File: src/rtl/trap_ctrl_v2.sv
// Machine-mode trap controller: trap CSRs, exception/interrupt/mret
// arbitration, pipeline flushes and a registered PC redirect.
module trap_ctrl_v2 #(
    parameter int XLEN = 32,
    parameter int NUM_IRQ = 4,
    parameter logic [XLEN-1:0] RESET_VEC = '0
) (
    input  logic               clk,
    input  logic               rst,
    input  logic               inst_valid,
    input  logic               illegal_inst,
    input  logic               ecall_m,
    input  logic               l_access_fault,
    input  logic               s_access_fault,
    input  logic               mret,
    input  logic [31:0]        inst_word,
    input  logic [XLEN-1:0]    fault_addr,
    input  logic [XLEN-1:0]    epc_cur,
    input  logic [XLEN-1:0]    epc_next,
    input  logic [NUM_IRQ-1:0] irq,
    input  logic               csr_rw,
    input  logic [1:0]         csr_op,
    input  logic [11:0]        csr_addr,
    input  logic [XLEN-1:0]    csr_wdata,
    output logic [XLEN-1:0]    csr_rdata,
    output logic               redirect_valid,
    output logic [XLEN-1:0]    redirect_pc,
    output logic               flush_fd,
    output logic               flush_de,
    output logic               flush_em,
    output logic               flush_mw,
    output logic               regwrite_cancel,
    output logic               trap_active
);

    localparam logic [11:0] A_MSTATUS = 12'h300;
    localparam logic [11:0] A_MIE     = 12'h304;
    localparam logic [11:0] A_MTVEC   = 12'h305;
    localparam logic [11:0] A_MEPC    = 12'h341;
    localparam logic [11:0] A_MCAUSE  = 12'h342;
    localparam logic [11:0] A_MTVAL   = 12'h343;
    localparam logic [11:0] A_MIP     = 12'h344;

    typedef enum logic [1:0] {S_IDLE, S_TRAP, S_RET} state_t;

    state_t              state_q, state_d;
    logic                st_mie_q, st_mie_d;
    logic                st_mpie_q, st_mpie_d;
    logic [1:0]          st_mpp_q, st_mpp_d;
    logic [NUM_IRQ-1:0]  irq_en_q, irq_en_d;
    logic [XLEN-1:0]     mtvec_q, mtvec_d;
    logic [XLEN-1:0]     mepc_q, mepc_d;
    logic [XLEN-1:0]     mcause_q, mcause_d;
    logic [XLEN-1:0]     mtval_q, mtval_d;
    logic                redirect_valid_q, redirect_valid_d;
    logic [XLEN-1:0]     redirect_pc_q, redirect_pc_d;

    logic                idle;
    logic                exc_any;
    logic [4:0]          exc_code;
    logic [XLEN-1:0]     exc_tval;
    logic [NUM_IRQ-1:0]  pend;
    logic [4:0]          irq_code;
    logic                take_exc, take_ret, take_irq, take_csr;
    logic [XLEN-1:0]     csr_new;
    logic [XLEN-1:0]     tvec_base;
    logic [XLEN-1:0]     irq_cause;

    assign idle      = (state_q == S_IDLE);
    assign exc_any   = inst_valid & (illegal_inst | ecall_m |
                                     l_access_fault | s_access_fault);
    assign pend      = irq & irq_en_q & {NUM_IRQ{st_mie_q}};
    assign take_exc  = idle & exc_any;
    assign take_ret  = idle & inst_valid & mret & ~exc_any;
    assign take_irq  = idle & (|pend) & ~exc_any & ~take_ret;
    assign take_csr  = idle & csr_rw & (csr_op != 2'b00) &
                       ~(take_exc | take_ret | take_irq);
    assign tvec_base = {mtvec_q[XLEN-1:2], 2'b00};
    assign irq_cause = XLEN'(irq_code) | {1'b1, {(XLEN-1){1'b0}}};

    // Highest-priority synchronous exception and its trap value
    always_comb begin
        exc_code = 5'd7;
        exc_tval = fault_addr;
        if (illegal_inst) begin
            exc_code = 5'd2;
            exc_tval = XLEN'(inst_word);
        end else if (ecall_m) begin
            exc_code = 5'd11;
            exc_tval = '0;
        end else if (l_access_fault) begin
            exc_code = 5'd5;
        end
    end

    // Lowest pending interrupt index wins
    always_comb begin
        irq_code = 5'd16;
        for (int i = NUM_IRQ - 1; i >= 0; i--) begin
            if (pend[i]) irq_code = 5'(16 + i);
        end
    end

    // Combinational CSR read of the current (pre-write) value
    always_comb begin
        csr_rdata = '0;
        case (csr_addr)
            A_MSTATUS: begin
                csr_rdata[3]     = st_mie_q;
                csr_rdata[7]     = st_mpie_q;
                csr_rdata[12:11] = st_mpp_q;
            end
            A_MIE:    csr_rdata[16 +: NUM_IRQ] = irq_en_q;
            A_MIP:    csr_rdata[16 +: NUM_IRQ] = irq;
            A_MTVEC:  csr_rdata = mtvec_q;
            A_MEPC:   csr_rdata = mepc_q;
            A_MCAUSE: csr_rdata = mcause_q;
            A_MTVAL:  csr_rdata = mtval_q;
            default:  csr_rdata = '0;
        endcase
    end

    // Read-modify-write result of the CSR instruction
    always_comb begin
        unique case (csr_op)
            2'b01:   csr_new = csr_wdata;
            2'b10:   csr_new = csr_rdata | csr_wdata;
            2'b11:   csr_new = csr_rdata & ~csr_wdata;
            default: csr_new = csr_rdata;
        endcase
    end

    // Atomic trap / mret / CSR commit and redirect target
    always_comb begin
        st_mie_d         = st_mie_q;
        st_mpie_d        = st_mpie_q;
        st_mpp_d         = st_mpp_q;
        irq_en_d         = irq_en_q;
        mtvec_d          = mtvec_q;
        mepc_d           = mepc_q;
        mcause_d         = mcause_q;
        mtval_d          = mtval_q;
        redirect_valid_d = 1'b0;
        redirect_pc_d    = redirect_pc_q;
        if (take_exc) begin
            mepc_d           = {epc_cur[XLEN-1:2], 2'b00};
            mcause_d         = XLEN'(exc_code);
            mtval_d          = exc_tval;
            st_mpie_d        = st_mie_q;
            st_mie_d         = 1'b0;
            st_mpp_d         = 2'b11;
            redirect_valid_d = 1'b1;
            redirect_pc_d    = tvec_base;
        end else if (take_ret) begin
            st_mie_d         = st_mpie_q;
            st_mpie_d        = 1'b1;
            st_mpp_d         = 2'b11;
            redirect_valid_d = 1'b1;
            redirect_pc_d    = mepc_q;
        end else if (take_irq) begin
            mepc_d           = {epc_next[XLEN-1:2], 2'b00};
            mcause_d         = irq_cause;
            mtval_d          = '0;
            st_mpie_d        = st_mie_q;
            st_mie_d         = 1'b0;
            st_mpp_d         = 2'b11;
            redirect_valid_d = 1'b1;
            redirect_pc_d    = (mtvec_q[1:0] == 2'b01)
                             ? tvec_base + XLEN'({irq_code, 2'b00})
                             : tvec_base;
        end else if (take_csr) begin
            case (csr_addr)
                A_MSTATUS: begin
                    st_mie_d  = csr_new[3];
                    st_mpie_d = csr_new[7];
                    st_mpp_d  = csr_new[12:11];
                end
                A_MIE:    irq_en_d = csr_new[16 +: NUM_IRQ];
                A_MTVEC:  mtvec_d  = csr_new[1]
                                   ? {csr_new[XLEN-1:2], 2'b00}
                                   : csr_new;
                A_MEPC:   mepc_d   = {csr_new[XLEN-1:2], 2'b00};
                A_MCAUSE: mcause_d = csr_new;
                A_MTVAL:  mtval_d  = csr_new;
                default:  ;
            endcase
        end
    end

    // State and CSR registers
    always_ff @(posedge clk or posedge rst) begin
        if (rst) begin
            state_q          <= S_IDLE;
            st_mie_q         <= 1'b0;
            st_mpie_q        <= 1'b0;
            st_mpp_q         <= 2'b11;
            irq_en_q         <= '0;
            mtvec_q          <= RESET_VEC;
            mepc_q           <= '0;
            mcause_q         <= '0;
            mtval_q          <= '0;
            redirect_valid_q <= 1'b0;
            redirect_pc_q    <= '0;
        end else begin
            state_q          <= state_d;
            st_mie_q         <= st_mie_d;
            st_mpie_q        <= st_mpie_d;
            st_mpp_q         <= st_mpp_d;
            irq_en_q         <= irq_en_d;
            mtvec_q          <= mtvec_d;
            mepc_q           <= mepc_d;
            mcause_q         <= mcause_d;
            mtval_q          <= mtval_d;
            redirect_valid_q <= redirect_valid_d;
            redirect_pc_q    <= redirect_pc_d;
        end
    end

    // Next state: one busy cycle after any trap or mret
    always_comb begin
        state_d = S_IDLE;
        unique case (state_q)
            S_IDLE: begin
                if (take_exc || take_irq) state_d = S_TRAP;
                else if (take_ret)        state_d = S_RET;
            end
            default: state_d = S_IDLE;
        endcase
    end

    // Flushes: the MEM instruction survives interrupts and mret
    always_comb begin
        flush_fd        = take_exc | take_ret | take_irq;
        flush_de        = take_exc | take_ret | take_irq;
        flush_em        = take_exc | take_ret | take_irq;
        flush_mw        = take_exc;
        regwrite_cancel = take_exc;
        trap_active     = (state_q != S_IDLE);
    end

    assign redirect_valid = redirect_valid_q;
    assign redirect_pc    = redirect_pc_q;

endmodule
File: config.mk
export PLATFORM = sky130hd
export DESIGN_NAME = trap_ctrl_v2
export DESIGN_NICKNAME = d
export VERILOG_FILES = /design/src/rtl/trap_ctrl_v2.sv
export SDC_FILE = /design/constraint.sdc
export NUM_CORES = 1
export LEC_CHECK = 0
export CORE_AREA = 2 2 142 144
export CTS_CLUSTER_SIZE = 20
export DETAILED_ROUTE_END_ITERATION = 10
export DIE_AREA = 0 0 144 146
export PLACE_DENSITY = 0.9
export SYNTH_ARGS = -nofsm -noshare
export SYNTH_HDL_FRONTEND = slang
export SYNTH_SLANG_ARGS = --single-unit
File: constraint.sdc
create_clock -name clk -period 7.5 [get_ports clk]
set_input_delay 0.75 -clock clk [delete_from_list [all_inputs] [get_ports clk]]
set_output_delay 0.75 -clock clk [all_outputs]
set_load 0.05 [all_outputs]
==> out/metrics.cfg, run 1 <==
[synthesis]
synth_warnings = 0
ys_types = 79
ys_seq_area_share_pct = 39.4
syn_area_um2 = 10600
synthCells = 1217
muxShareOfSynthArea_pct = 3.87
synth-main-ff-cell = dfrtp_1
synth-compound-area-share_pct = 27.4
synth_fa_ha_area_share_pct = 0.427
synth_edf_count = 0
synth_top_family_by_area = compound AO/OA/AOI/OAI gates
synth_seq_cells = 166
yosys.area_share.simple_pct = 18.5
async_flop_share_pct = 100
syn_avg_cell_area_um2 = 8.67
synth-xor-area-share_pct = 4.57

[clock_network]
post_cts_buffers = 0
clkSlewWorstSetupHoldPaths_ns = 0.07
clk_latency_ns = 0.44
cts_max_level = 4
cts_tree = done
cts.hold.buffers_added = 0
numCtsBuffers = 17
cts.sinks = 166
post_cts_resized = 0
cts_buffer_depth = 2
clock-root-buffer = clkbuf_16

[routing]
final_antenna_net_count = 0
via_per_inst = 6.75
wl_per_cell_um = 25.4
drt-initial-drc-count = 1552
first_pass_iters = 7
vias = 11400
wl_um = 42700
drc_errors = 0

[layout]
area_delta_synth_final_pct = 29.4
fillers = 1500
drive_gt1_share_pct = 8.81
layout.cells.most_common_list = 250 x clkdlybuf4s50_1, 212 x nand2_1, 164 x dfrtp_1
diodes = 0
postLayoutCellArea_um2 = 13600
layout_commonest_cell = clkdlybuf4s50_1
fin_cells = 1684
fin_nets = 1596

[worst_setup_path]
rrSetupSlack_ns = 3.52
endpoint_kind = output pin
reg2reg_to = mepc_q[31]
path_buf_inv = 3
rr_worst_depth = 11
crit_required_ns = 6.75
cp_slowest_cell = nor4_4
cp-start-kind = input port
r2r_start = state_q[1]
critical-path-top-delay-family = simple AND/OR/NAND/NOR gates
critical-path-max-stage-delay_ns = 1.25
cp_cell_sequence = clkdlybuf4s50_1, nand4bb_1, nor4_4, buf_4, nand2_1, nand2_1, clkdlybuf4s50_1
arrival_ns = 4.65
cp_max_fo = 17
criticalPathCategory = in -> out

[sta]
period_needed_ns = 5.40
hold_violations = 0
report.final.slew_viol_count = 0
max_freq_mhz = 185
worst_pin_slew_ns = 1.29
setup_tns_ns = 0
rsz0062_at_grt = false
finalCritPeriodShare_pct = 72.0
slew_headroom_pct = 14.0
finalSetupViolCount = 0
finalClockSkew_ns = 0.00834

[global_routing]
grt_pass1_wl_um = 64500
grt-ovfl-total = 0
antenna_found_initial = 0
grt.total_usage_pct = 41.1
grt_start_max_net_pins = 106
grt_pass1_vias = 10900

[hold_path]
hold_depth = 2
min-delay-start = mcause_q[10]
holdPathEnd = mcause_q[10]
hp-class = reg -> reg

[placement]
dp_cells = 1652
place_area_um2 = 13100
gp_congestion = 1.04
dp.final_hpwl_um = 31400
io_buffers = 251

[outcome]
status = finished, final reports clean

[power]
leakage_nw = 5.59
power.density_nw_per_um2 = 183
vdd_ir_drop_max_mv = 0.164

[die]
die_y_um = 146
die_area_um2 = 21000
start_util_pct = 54.6
num_rows = 51
pin_count = 258
core_um2 = 19300
die_x_um = 144

[job]
cap_violations = 0

==> logic make-up after synthesis <==
kind of cell / Yosys count
and+or+nand+nor: 421
AOI/OAI and AO/OA: 404
DFF: 166
buffers and inverters: 129
xor gates and xnor gates: 55
muxes: 38
adders and majority gates: 3
other: 1
==> synthesized netlist by cell type, types with 8 or more instances <==
cell type,number,area share [%]
a21o_1,8,0.57
a21oi_1,102,4.8
a221oi_1,45,3.7
a221oi_2,10,1.4
a222oi_1,8,0.76
a22o_1,46,3.8
a22oi_1,37,2.6
a31oi_1,20,1.2
and3_1,9,0.53
buf_2,25,1.2
buf_4,10,0.71
buf_6,8,0.85
clkbuf_1,55,2.0
dfrtp_1,164,39
inv_1,22,0.78
mux2_2,22,2.3
mux2i_1,16,1.5
nand2_1,212,7.5
nand3_1,23,1.1
nand3b_1,9,0.64
nand4_1,10,0.59
nor2_1,98,3.5
nor3_1,8,0.38
nor4_1,15,0.89
o21ai_0,55,2.6
xnor2_1,34,2.8
xor2_1,21,1.7
==> cell type report <==
class | instances | area (um^2) | share of cell area [%]
Sequential cell | 166 | 4160 | 30.5
Inverter | 24 | 95.1 | 0.697
Clock buffer | 17 | 425 | 3.12
Clock inverter | 15 | 159 | 1.16
Multi-Input combinational cell | 923 | 5800 | 42.5
Tap cell | 265 | 332 | 2.43
Timing Repair Buffer | 274 | 2680 | 19.6
==> worst max path at each step <==
stage            startpoint            end  cells past startpoint
2_1_floorplan           rst    irq_en_q[0]                      1
3_3_place_gp   csr_addr[10]   csr_rdata[5]                      7
3_5_place_dp   csr_addr[10]   csr_rdata[5]                      7
4_1_cts        csr_addr[10]  csr_rdata[20]                      7
5_1_grt        csr_addr[11]   csr_rdata[5]                      7
6_report       csr_addr[10]   csr_rdata[5]                      7
==> power by group <==
part	switching [mW]	internal, mW
registers	0.0982	0.986
logic	0.313	0.227
clock network	0.430	0.445
total	0.841	1.66
==> worst register-to-register path: stages, from the launching register on <==
cell	delay, ns
dfrtp_1	0.36
nor2_1	0.28
and2_1	0.64
nand2_1	0.34
buf_4	0.30
inv_2	0.24
a21oi_2	0.08
inv_2	0.49
a21oi_1	0.36
buf_4	0.29
a221oi_1	0.33
a21oi_1	0.13
==> sequential cells by signal, indices dropped and copies added (netlist names) <==
name            flops
mtval_q            32
st_mie_q            1
redirect_valid      1
state_q             2
mtvec_q            31
mcause_q           32
st_mpie_q           1
mepc_q             30
irq_en_q            4
st_mpp_q            2
redirect_pc        30
==> through the flow <==
step | setup WS (ns) | utilization, % | power [mW] | hold WS [ns]
floorplan | 2.26 | - | 1.36 | 0.435
global placement | 2.28 | 67.6 | 1.60 | 0.446
detailed placement | 2.31 | 67.6 | 1.61 | 0.452
CTS | 2.30 | 70.6 | 2.47 | 0.469
global route | 2.09 | 70.6 | 2.57 | 0.494
finish | 2.10 | 70.6 | 2.50 | 0.470
==> layer usage <==
metal	GRT usage [%]	share of wire (%)	vias to the layer above
met4	13.1	3.7	0
met3	11.6	13	131
met1	59.6	40	5433
li1	-	-	4868
met5	0	0	-
met2	59.4	43	928
Note: power is estimated with default switching activity, not from simulation.
==> run 2, diff against run 1 <==
==> config.mk (replaced) <==
export PLATFORM = sky130hd
export DESIGN_NAME = trap_ctrl_v2
export DESIGN_NICKNAME = d
export VERILOG_FILES = /design/src/rtl/trap_ctrl_v2.sv
export SDC_FILE = /design/constraint.sdc
export NUM_CORES = 1
export LEC_CHECK = 0
export CORE_AREA = 2 2 155 157
export CTS_CLUSTER_SIZE = 20
export DETAILED_ROUTE_END_ITERATION = 10
export DIE_AREA = 0 0 157 159
export PLACE_DENSITY = 0.8
export SYNTH_ARGS = -nofsm -noshare
export SYNTH_HDL_FRONTEND = slang
export SYNTH_SLANG_ARGS = --single-unit
==> constraint.sdc (replaced) <==
create_clock -name clk -period 4.6 [get_ports clk]
set_input_delay 0.46 -clock clk [delete_from_list [all_inputs] [get_ports clk]]
set_output_delay 0.46 -clock clk [all_outputs]
set_load 0.05 [all_outputs]
==> run 2 against run 1 <==
Core utilization is 9.3 points lower. Register-to-register slack lost 2.4 ns. Critical path type unchanged. Via count fell by 3.0%. Largest cell class unchanged. Flip-flop and latch count did not move. Non-clock buffer count increased by 20. Total power rose by 65%. Worst hold slack worse by 0.0036 ns. Clock-buffer cell count unchanged.
==> out/metrics.cfg, run 2 (same netlist as run 1, synthesis figures left out) <==
[sta]
finalClockSkew_ns = 0.0103  ; +0.00193 ns
setup_tns_ns = 0  ; unchanged
worst_pin_slew_ns = 1.21  ; -0.0757 ns
period_needed_ns = 3.77
final.setup.worst_slack_ns = 0.830  ; -1.27 ns
slew_headroom_pct = 19.3  ; +5.3 points
max_freq_mhz = 265
report.final.slew_viol_count = 0  ; unchanged
rsz0062_at_grt = false
finalCritPeriodShare_pct = 82.0
fin_hold_ws_ns = 0.466  ; -0.00357 ns
finalSetupViolCount = 0  ; unchanged
hold_violations = 0  ; unchanged

[die]
pin_count = 258  ; unchanged
die_area_um2 = 25000  ; +19%
num_rows = 56  ; +9.8%
start_util_pct = 45.5  ; -9.1 points
die_y_um = 159  ; +8.9%
core_um2 = 23200  ; +20%
die_x_um = 157  ; +9.0%

[clock_network]
cts_tree = done
post_cts_resized = 0  ; unchanged
clk_latency_ns = 0.44  ; about the same
clkSlewWorstSetupHoldPaths_ns = 0.08  ; about the same
clock-root-buffer = clkbuf_16
cts_max_level = 4  ; unchanged
post_cts_buffers = 0  ; unchanged
cts.hold.buffers_added = 0  ; unchanged
numCtsBuffers = 17  ; unchanged
cts.sinks = 166  ; unchanged
cts_buffer_depth = 2  ; unchanged

[global_routing]
grt_pass1_wl_um = 64500  ; unchanged
grt.total_usage_pct = 34.3  ; -6.7 points
antenna_found_initial = 3  ; +3
grt_start_max_net_pins = 84  ; -21%
grt_pass1_vias = 10600  ; -2.3%
grt-ovfl-total = 0  ; unchanged

[power]
swShare_pct = 33.9  ; +0.28 points
clkPwrFrac_pct = 36.1  ; +1.1 points
switchingPower_mw = 1.40  ; +67%
leakage_nw = 5.85  ; +4.8%
p_comb_share_pct = 21.2  ; -0.4 points
p_int_mw = 2.73  ; +65%
power_mw = 4.13  ; +65%
power_frac_seq_pct = 42.7  ; -0.7 points
vdd_ir_drop_max_mv = 0.235  ; +43%
power.density_nw_per_um2 = 291  ; +59%

[worst_setup_path]
criticalPathCategory = in -> out
critical-path-max-stage-delay_ns = 0.86  ; -0.39 ns
cp_cell_sequence = clkdlybuf4s50_1, or4_1, buf_4, nor4_4, buf_4, a221oi_1, inv_1, buf_12
cp-start-kind = input port
cp_common_cell = buf_4
cp_max_fo = 25  ; +8
crit_required_ns = 4.14  ; -2.61 ns
endpoint_kind = output pin
arrival_ns = 3.31  ; -1.34 ns
cp_slowest_cell = or4_1

[layout]
postLayoutCellArea_um2 = 14200  ; +4.2%
layout_commonest_cell = clkdlybuf4s50_1
area_delta_synth_final_pct = 34.7
fillers = 1999  ; +33%
layout.cells.most_common_list = 214 x clkdlybuf4s50_1, 212 x nand2_1, 164 x dfrtp_1
top_regs = mcause_q: 32 flops, mtval_q: 32 flops, mtvec_q: 31 flops
drive_gt1_share_pct = 12.5  ; +3.7 points
fin_nets = 1616  ; +1.3%

[placement]
dp_worst_setup_slack_ns = 0.694  ; -1.61 ns
io_buffers = 251  ; unchanged
gp_congestion = 1.04  ; -0.18%
place_area_um2 = 13600  ; +4.0%
dp.final_hpwl_um = 32400  ; +3.2%

[hold_path]
hp-class = reg -> reg

[routing]
wl_per_cell_um = 24.3  ; -4.3%
drc_errors = 0  ; unchanged
final_antenna_net_count = 0  ; unchanged
vias = 11000  ; -3.0%
wl_um = 42700  ; about the same
drt-initial-drc-count = 1299  ; -16%
via_per_inst = 6.26  ; -7.2%
first_pass_iters = 6  ; -1

[job]
cap_violations = 0  ; unchanged

[outcome]
status = finished, final reports clean

-- run 2: changes by cell type in the layout (fill, tap and decap cells not counted), sizes merged --
cell,delta
inv,-3
clkdlybuf4s50,-36
clkinv,+3
buf,+56
diode,+2
-- run 2: critical path, delay by kind of cell --
kind	cells	cell delay, ns
compound gates	1	0.20
buf+inv	5	1.44
simple gates	2	1.18
-- run 2: area by class of cell --
type / count / area (um^2) / share of cell area, %
diodes: 2 / 5.00 / 0.0352
clock buffers: 17 / 425 / 2.99
clock inverters: 15 / 201 / 1.42
inverters: 24 / 93.8 / 0.660
multi-input cells: 923 / 5790 / 40.8
flip-flops and latches: 166 / 4160 / 29.2
well taps: 319 / 399 / 2.81
repair buffers: 294 / 3140 / 22.1
-- run 2: worst paths after layout --
kind / from / endpoint / slack, ns / cells past startpoint
setup reg to reg: irq_en_q[2] / redirect_pc[24] / 1.12 / 13
hold reg to reg: mcause_q[10] / mcause_q[10] / 0.47 / 2
max in group asynchronous: rst / state_q[1] / 2.99 / 3
hold / removal: mcause_q[10] / mcause_q[10] / 0.47 / 2
setup / recovery: csr_addr[5] / csr_rdata[13] / 0.83 / 8
min in group asynchronous: rst / irq_en_q[3] / 0.52 / 2
-- run 2: power by group through the flow --
stage | Sequential (mW) | Combinational [mW] | Clock [mW]
6_report | 1.77 | 0.876 | 1.49
5_1_grt | 1.78 | 0.943 | 1.56
4_1_cts | 1.75 | 0.865 | 1.50
3_5_place_dp | 1.78 | 0.860 | 0
3_3_place_gp | 1.77 | 0.843 | 0
2_1_floorplan | 1.74 | 0.475 | 0
-- run 2: layer usage --
layer  routed length [um]  track usage (%)  share of wire [%]  vias up
met5                    0                0                  0        -
met4                 1130             10.1                2.7        0
met3                 4870             7.43                 11       67
met2                19000             51.1                 44      731
met1                17700             50.2                 41     5321
li1                     -                -                  -     4904
-- run 2: through the flow --
stage               std cells  util (%)
finish                   1760      61.3
global route             1759      61.3
CTS                      1758      61.3
detailed placement       1726      58.6
global placement         1726      58.6
floorplan                1218         -
